==> config.mk <==
export PLATFORM = sky130hd
export DESIGN_NAME = display_row_capture_flat
export DESIGN_NICKNAME = d
export VERILOG_FILES = /design/src/rtl/display_pkg.sv /design/src/rtl/display_row_capture_if.sv /design/src/rtl/display_edge_detect.sv /design/src/rtl/display_row_capture.sv /design/src/flat_wrapper.sv
export SDC_FILE = /design/constraint.sdc
export NUM_CORES = 1
export LEC_CHECK = 0
export CAP_MARGIN = 25
export CORE_AREA = 2 2 79 81
export DETAILED_ROUTE_END_ITERATION = 8
export DIE_AREA = 0 0 81 83
export PLACE_DENSITY = 0.81
export SKIP_CTS_REPAIR_TIMING = 1
export SYNTH_ARGS = -nofsm -noshare
export SYNTH_HDL_FRONTEND = slang
export SYNTH_SLANG_ARGS = --single-unit
==> constraint.sdc <==
create_clock -name clk -period 1.2 [get_ports clk]
set_clock_uncertainty 0.05 [all_clocks]
set_input_delay 0.24 -clock clk [delete_from_list [all_inputs] [get_ports clk]]
set_output_delay 0.24 -clock clk [all_outputs]
set_load 0.01 [all_outputs]
==> src/rtl/display_pkg.sv <==
// Shared constants and helpers for the display row loader / capture pair.
package display_pkg;

    localparam int DEF_COLUMNS = 32;
    localparam int DEF_LANES   = 1;

    // Width needed to hold a column count in the range 0..columns.
    function automatic int col_idx_w(input int columns);
        return (columns < 1) ? 1 : $clog2(columns + 1);
    endfunction

endpackage

==> src/rtl/display_row_capture_if.sv <==
// Row-load bus between the serial loader (master) and the panel-side capture (slave).
interface display_row_capture_if
    import display_pkg::*;
#(
    parameter int columns = DEF_COLUMNS,
    parameter int lanes   = DEF_LANES
);
    localparam int CW = col_idx_w(columns);

    logic                       oclk;
    logic [lanes-1:0]           sdata;
    logic                       latch;
    logic [columns*lanes-1:0]   row_data;
    logic                       row_valid;
    logic                       err_short;
    logic                       err_over;
    logic [CW-1:0]              bit_count;

    modport master (
        output oclk, sdata, latch,
        input  row_data, row_valid, err_short, err_over, bit_count
    );

    modport slave (
        input  oclk, sdata, latch,
        output row_data, row_valid, err_short, err_over, bit_count
    );

endinterface

==> src/rtl/display_edge_detect.sv <==
// Rising-edge detector on a clk-synchronous level; the history flop keeps tracking
// the input during reset so a level held high across release gives no edge.
module display_edge_detect (
    input  logic clk,
    input  logic in_sig,
    output logic rise
);
    logic in_q;
    logic in_d;

    always_comb begin
        in_d = in_sig;
    end

    always_ff @(posedge clk) begin
        in_q <= in_d;
    end

    assign rise = in_sig & ~in_q;

endmodule

==> src/rtl/display_row_capture.sv <==
// Panel-side column shift register and output latch: shifts sdata on oclk edges,
// transfers the row on a latch edge and flags short / overlong rows.
module display_row_capture
    import display_pkg::*;
#(
    parameter int columns = DEF_COLUMNS,
    parameter int lanes   = DEF_LANES
) (
    input  logic                 clk,
    input  logic                 rst,
    display_row_capture_if.slave bus
);
    localparam int W  = columns * lanes;
    localparam int CW = col_idx_w(columns);
    localparam logic [CW-1:0] CNT_MAX = CW'(columns);

    logic oclk_rise;
    logic latch_rise;

    display_edge_detect u_oclk_edge  (.clk(clk), .in_sig(bus.oclk),  .rise(oclk_rise));
    display_edge_detect u_latch_edge (.clk(clk), .in_sig(bus.latch), .rise(latch_rise));

    logic [W-1:0]  shreg_q, shreg_d;
    logic [W-1:0]  row_q, row_d;
    logic [CW-1:0] cnt_q, cnt_d;
    logic          ovr_q, ovr_d;
    logic          valid_q, valid_d;
    logic          err_short_q, err_short_d;
    logic          err_over_q, err_over_d;

    // The latch sees the post-shift state, so a coincident oclk edge lands in the row.
    always_comb begin
        shreg_d     = shreg_q;
        row_d       = row_q;
        cnt_d       = cnt_q;
        ovr_d       = ovr_q;
        valid_d     = 1'b0;
        err_short_d = err_short_q;
        err_over_d  = err_over_q;

        if (oclk_rise) begin
            shreg_d = (shreg_q >> lanes) | (W'(bus.sdata) << (W - lanes));
            if (cnt_q == CNT_MAX) ovr_d = 1'b1;
            else                  cnt_d = cnt_q + 1'b1;
        end

        if (latch_rise) begin
            row_d       = shreg_d;
            err_short_d = (cnt_d < CNT_MAX);
            err_over_d  = ovr_d;
            valid_d     = 1'b1;
            cnt_d       = '0;
            ovr_d       = 1'b0;
        end
    end

    always_ff @(posedge clk) begin
        if (rst) begin
            shreg_q     <= '0;
            row_q       <= '0;
            cnt_q       <= '0;
            ovr_q       <= 1'b0;
            valid_q     <= 1'b0;
            err_short_q <= 1'b0;
            err_over_q  <= 1'b0;
        end else begin
            shreg_q     <= shreg_d;
            row_q       <= row_d;
            cnt_q       <= cnt_d;
            ovr_q       <= ovr_d;
            valid_q     <= valid_d;
            err_short_q <= err_short_d;
            err_over_q  <= err_over_d;
        end
    end

    assign bus.row_data  = row_q;
    assign bus.row_valid = valid_q;
    assign bus.err_short = err_short_q;
    assign bus.err_over  = err_over_q;
    assign bus.bit_count = cnt_q;

endmodule

==> src/flat_wrapper.sv <==
// flat-port wrapper written by rule: the top's interface ports become plain ports
module display_row_capture_flat import display_pkg::*;
#(
    parameter int columns = DEF_COLUMNS,
    parameter int lanes   = DEF_LANES
)
  (clk, rst, bus_oclk, bus_sdata, bus_latch, bus_row_data, bus_row_valid, bus_err_short, bus_err_over, bus_bit_count);
  display_row_capture_if #(.columns(columns), .lanes(lanes)) bus_i ();
  input  logic clk;
  input  logic rst;
  input wire logic [$bits(bus_i.oclk)-1:0] bus_oclk;
  input wire logic [$bits(bus_i.sdata)-1:0] bus_sdata;
  input wire logic [$bits(bus_i.latch)-1:0] bus_latch;
  output wire logic [$bits(bus_i.row_data)-1:0] bus_row_data;
  output wire logic [$bits(bus_i.row_valid)-1:0] bus_row_valid;
  output wire logic [$bits(bus_i.err_short)-1:0] bus_err_short;
  output wire logic [$bits(bus_i.err_over)-1:0] bus_err_over;
  output wire logic [$bits(bus_i.bit_count)-1:0] bus_bit_count;
  assign bus_i.oclk = bus_oclk;
  assign bus_i.sdata = bus_sdata;
  assign bus_i.latch = bus_latch;
  assign bus_row_data = bus_i.row_data;
  assign bus_row_valid = bus_i.row_valid;
  assign bus_err_short = bus_i.err_short;
  assign bus_err_over = bus_i.err_over;
  assign bus_bit_count = bus_i.bit_count;
  display_row_capture #(.columns(columns), .lanes(lanes)) u_core (.clk(clk), .rst(rst), .bus(bus_i));
endmodule
==> key figures <==
Run status
  – Outcome: finished with violations
  – Violated checks: setup timing

Clock network
  – TritonCTS clock tree: yes
  – Clock tree buffer depth: 2
  – CTS Root Cell: clkbuf_8
  – H-tree levels: 3
  – Clock Latency Late Sink: approximately 0.35 ns
  – CTS buffer count: 9
  – Clock sink count: between 70 and 80
  – Clk pin slew, worst setup/hold paths: ~0.080 ns

Route
  – Drt drc: 0
  – Post-route ant nets: 0
  – 1st-iter DRT viols: 73
  – WL final: 6400 µm
  – WL/cell: between 15 and 20 µm
  – Vias: between 1500 and 2000
  – First drt pass iteration count: 6
  – Via density: roughly 5.3

Worst setup path
  – R2r startpoint: u_core.u_oclk_edge.in_q$_DFF_P_
  – Required time worst endpoint: 1.38 ns
  – Crit-path cells: nand2b_4 -> buf_12 -> mux2i_4 -> o2bb2ai_1
  – Type of origin of the critical path: flop
  – Reg2Reg Depth: 4
  – Worst-path fanout max: 10
  – Worst Path Arrival: around 1.5 ns
  – Buf+Inv Stages, Crit Path: 1
  – Worst setup EP type: flop
  – Reg2reg setup slack: -0.11 ns
  – Crit-path slowest cell: dfxtp_4
  – Crit Path Class: reg -> reg
  – CP max stage delay: around 0.39 ns
  – R2R Path End: u_core.bus.row_data[16]$_SDFFE_PP0P_
  – Worst path top cell family by delay: flip-flops

Finish
  – Fraction of layout cells with a size suffix above 1: 40.3%
  – Fillers: 376
  – Multi-input logic area: about 1500 µm²
  – Storage cell area: about 1600 µm²
  – Fin nets: around 290
  – Fin util: 70.0%
  – ANT cells: 0
  – P&R area growth vs syn: 55.9%

Timing
  – Slew @ Worst Pin: about 0.35 ns
  – Setup ws final: -0.111 ns
  – Hold slack: 0.142 ns
  – Relative slew slack: 76.9%
  – Max-slew violation count: 0
  – Final Hold Fails: 0
  – FMAX: 0.763 GHz
  – Minimum clock period: 1.31 ns
  – Period utilization: 109%
  – RSZ-0062 raised after global routing: yes
  – Final setup fails: 64

Synth
  – Area leader, netlist: dfxtp_1
  – Synthesis Warnings: 0
  – Mapped Avg Cell Area: 11.4 µm²
  – Mapped Area: 2610 µm²
  – Yosys reg bits: 76
  – Synth area leaders: dfxtp_1 58%, mux2i_1 13%, o2bb2ai_1 11%
  – Mapped Nets: 236
  – Synth top area share: 58.3%
  – Post-synthesis sequential area ratio: 58.3%
  – Yosys cell types: 26
  – Mapped Cells: 229

Job
  – Max Cap Violations: 0

Global route
  – Vias in the first global route: between 1500 and 2000
  – Gr ovfl total: 0
  – All-Layer GR Usage: 17.1%
  – Initial antenna violation count: 0
  – Largest net degree at the start of global routing: 33
  – First-pass GRT wire length: 8830 µm

Worst hold path
  – Hold Path Stages: 1
  – Hold Path Class: in -> reg
  – Hold Crit Endpoint: u_core.u_oclk_edge.in_q$_DFF_P_
  – Hold path start: bus_oclk

Die
  – Standard-cell rows: 28
  – Core area: 5820 µm²
  – # IOs: 46
  – Starting Density: 44.9%
  – Vert. Die Dim: 83 µm
  – Die area: 6720 µm²
  – Die Wd: 81 µm

Power and ir drop
  – LEAKAGE: 1.89 nW
  – Max VDD drop: 0.828 mV
  – Pwr Density: 1270 nW/µm²

Placement
  – Dpl hpwl: roughly 3400 µm
  – IO buf count: 45
  – GP Congestion: 0.755
[Yosys cell counts, drive strengths merged]
master   count
a21oi        5
nand2b       3
o2bb2ai     33
or3          3
a31oi        1
o21ai        3
buf         13
nand2        3
nand3b       1
inv          5
nand3        5
dfxtp       76
nor2b        1
nor2        33
nand4b       1
and2         1
ha           2
a32o         1
clkbuf       3
a211o        1
mux2i       34
nor4b        1
[kinds of logic after synthesis]
family	count (synthesis)	synth area share, %
DFF	76	58.3
and+or+nand+nor	52	9.82
AOI/OAI and AO/OA	44	13.6
muxes	34	13.0
buffers and inverters	21	4.31
adders and majority gates	2	0.958
[final cells by class]
class | instances | area share (%)
tap | 75 | 2.31
sequential | 76 | 38.1
clock inverter | 5 | 2.46
multi-input combinational | 132 | 37.6
clock buffer | 11 | 3.23
inverter | 5 | 0.461
timing repair buffer | 61 | 15.9
[routing by layer]
metal / GRT usage (%) / wire, µm / up-vias
met5: 0 / 0 / -
met4: 10.6 / 187 / 0
met3: 3.91 / 227 / 14
met2: 25.5 / 3300 / 45
met1: 22.0 / 2680 / 935
li1: - / - / 935
[sequential cells by signal, indices dropped and copies added (netlist names), named ones only]
| register | count |
|---|---|
| u_core.shreg_q | 32 |
| u_core.u_oclk_edge.in_q | 1 |
| u_core.bus.row_valid | 1 |
| u_core.ovr_q | 1 |
| u_core.u_latch_edge.in_q | 1 |
| u_core.bus.err_over | 1 |
| u_core.bus.row_data | 32 |
| u_core.bus.err_short | 1 |
| u_core.bus.bit_count | 5 |
[where the power goes]
| part | switching [mW] | total, mW | internal (mW) | leakage, nW |
|---|---|---|---|---|
| sequential | 0.0174 | 2.54 | 2.52 | 0.621 |
| clock | 0.930 | 2.31 | 1.38 | 0.117 |
| combinational | 0.178 | 0.336 | 0.158 | 1.15 |
[worst max path at each step]
stage	start	endpoint	slack, ns	depth (start not counted)
finish	u_core.u_oclk_edge.in_q$_DFF_P_	u_core.bus.row_data[16]$_SDFFE_PP0P_	-0.11	4
global route	u_core.u_oclk_edge.in_q$_DFF_P_	u_core.bus.row_data[28]$_SDFFE_PP0P_	-0.17	4
CTS	u_core.bus.row_data[21]$_SDFFE_PP0P_	bus_row_data[21]	-0.39	1
detailed placement	bus_oclk	u_core.bus.row_data[18]$_SDFFE_PP0P_	-0.60	5
global placement	bus_oclk	u_core.bus.bit_count[1]$_SDFFE_PP0P_	-0.52	5
floorplan	u_core.bus.bit_count[2]$_SDFFE_PP0P_	u_core.bus.err_short$_SDFFE_PP0P_	-0.008	3
[through the flow]
| step | total power, mW | worst slack, ns | instance area [µm²] | std cells | setup TNS, ns |
|---|---|---|---|---|---|
| floorplan | 2.74 | -0.00811 | 2640 | 229 | -0.00811 |
| global placement | 2.82 | -0.520 | 3210 | 346 | -33.14 |
| detailed placement | 2.82 | -0.597 | 3210 | 346 | -36.25 |
| CTS | 5.06 | -0.387 | 3440 | 362 | -23.66 |
| global route | 5.33 | -0.172 | 4070 | 365 | -6.17 |
| finish | 5.18 | -0.111 | 4070 | 365 | -4.04 |
[layout by cell type, fill, tap and decap left out, types with 6 or more instances in the layout]
master and count:
dfxtp_1 64, nor2_1 31, mux2i_4 30, dlymetal6s2s_1 26, o2bb2ai_1 19, o2bb2ai_2 14
clkbuf_2 14, clkbuf_8 9, buf_4 8, dfxtp_4 6, dfxtp_2 6
Power figures use the tool's default switching activity.
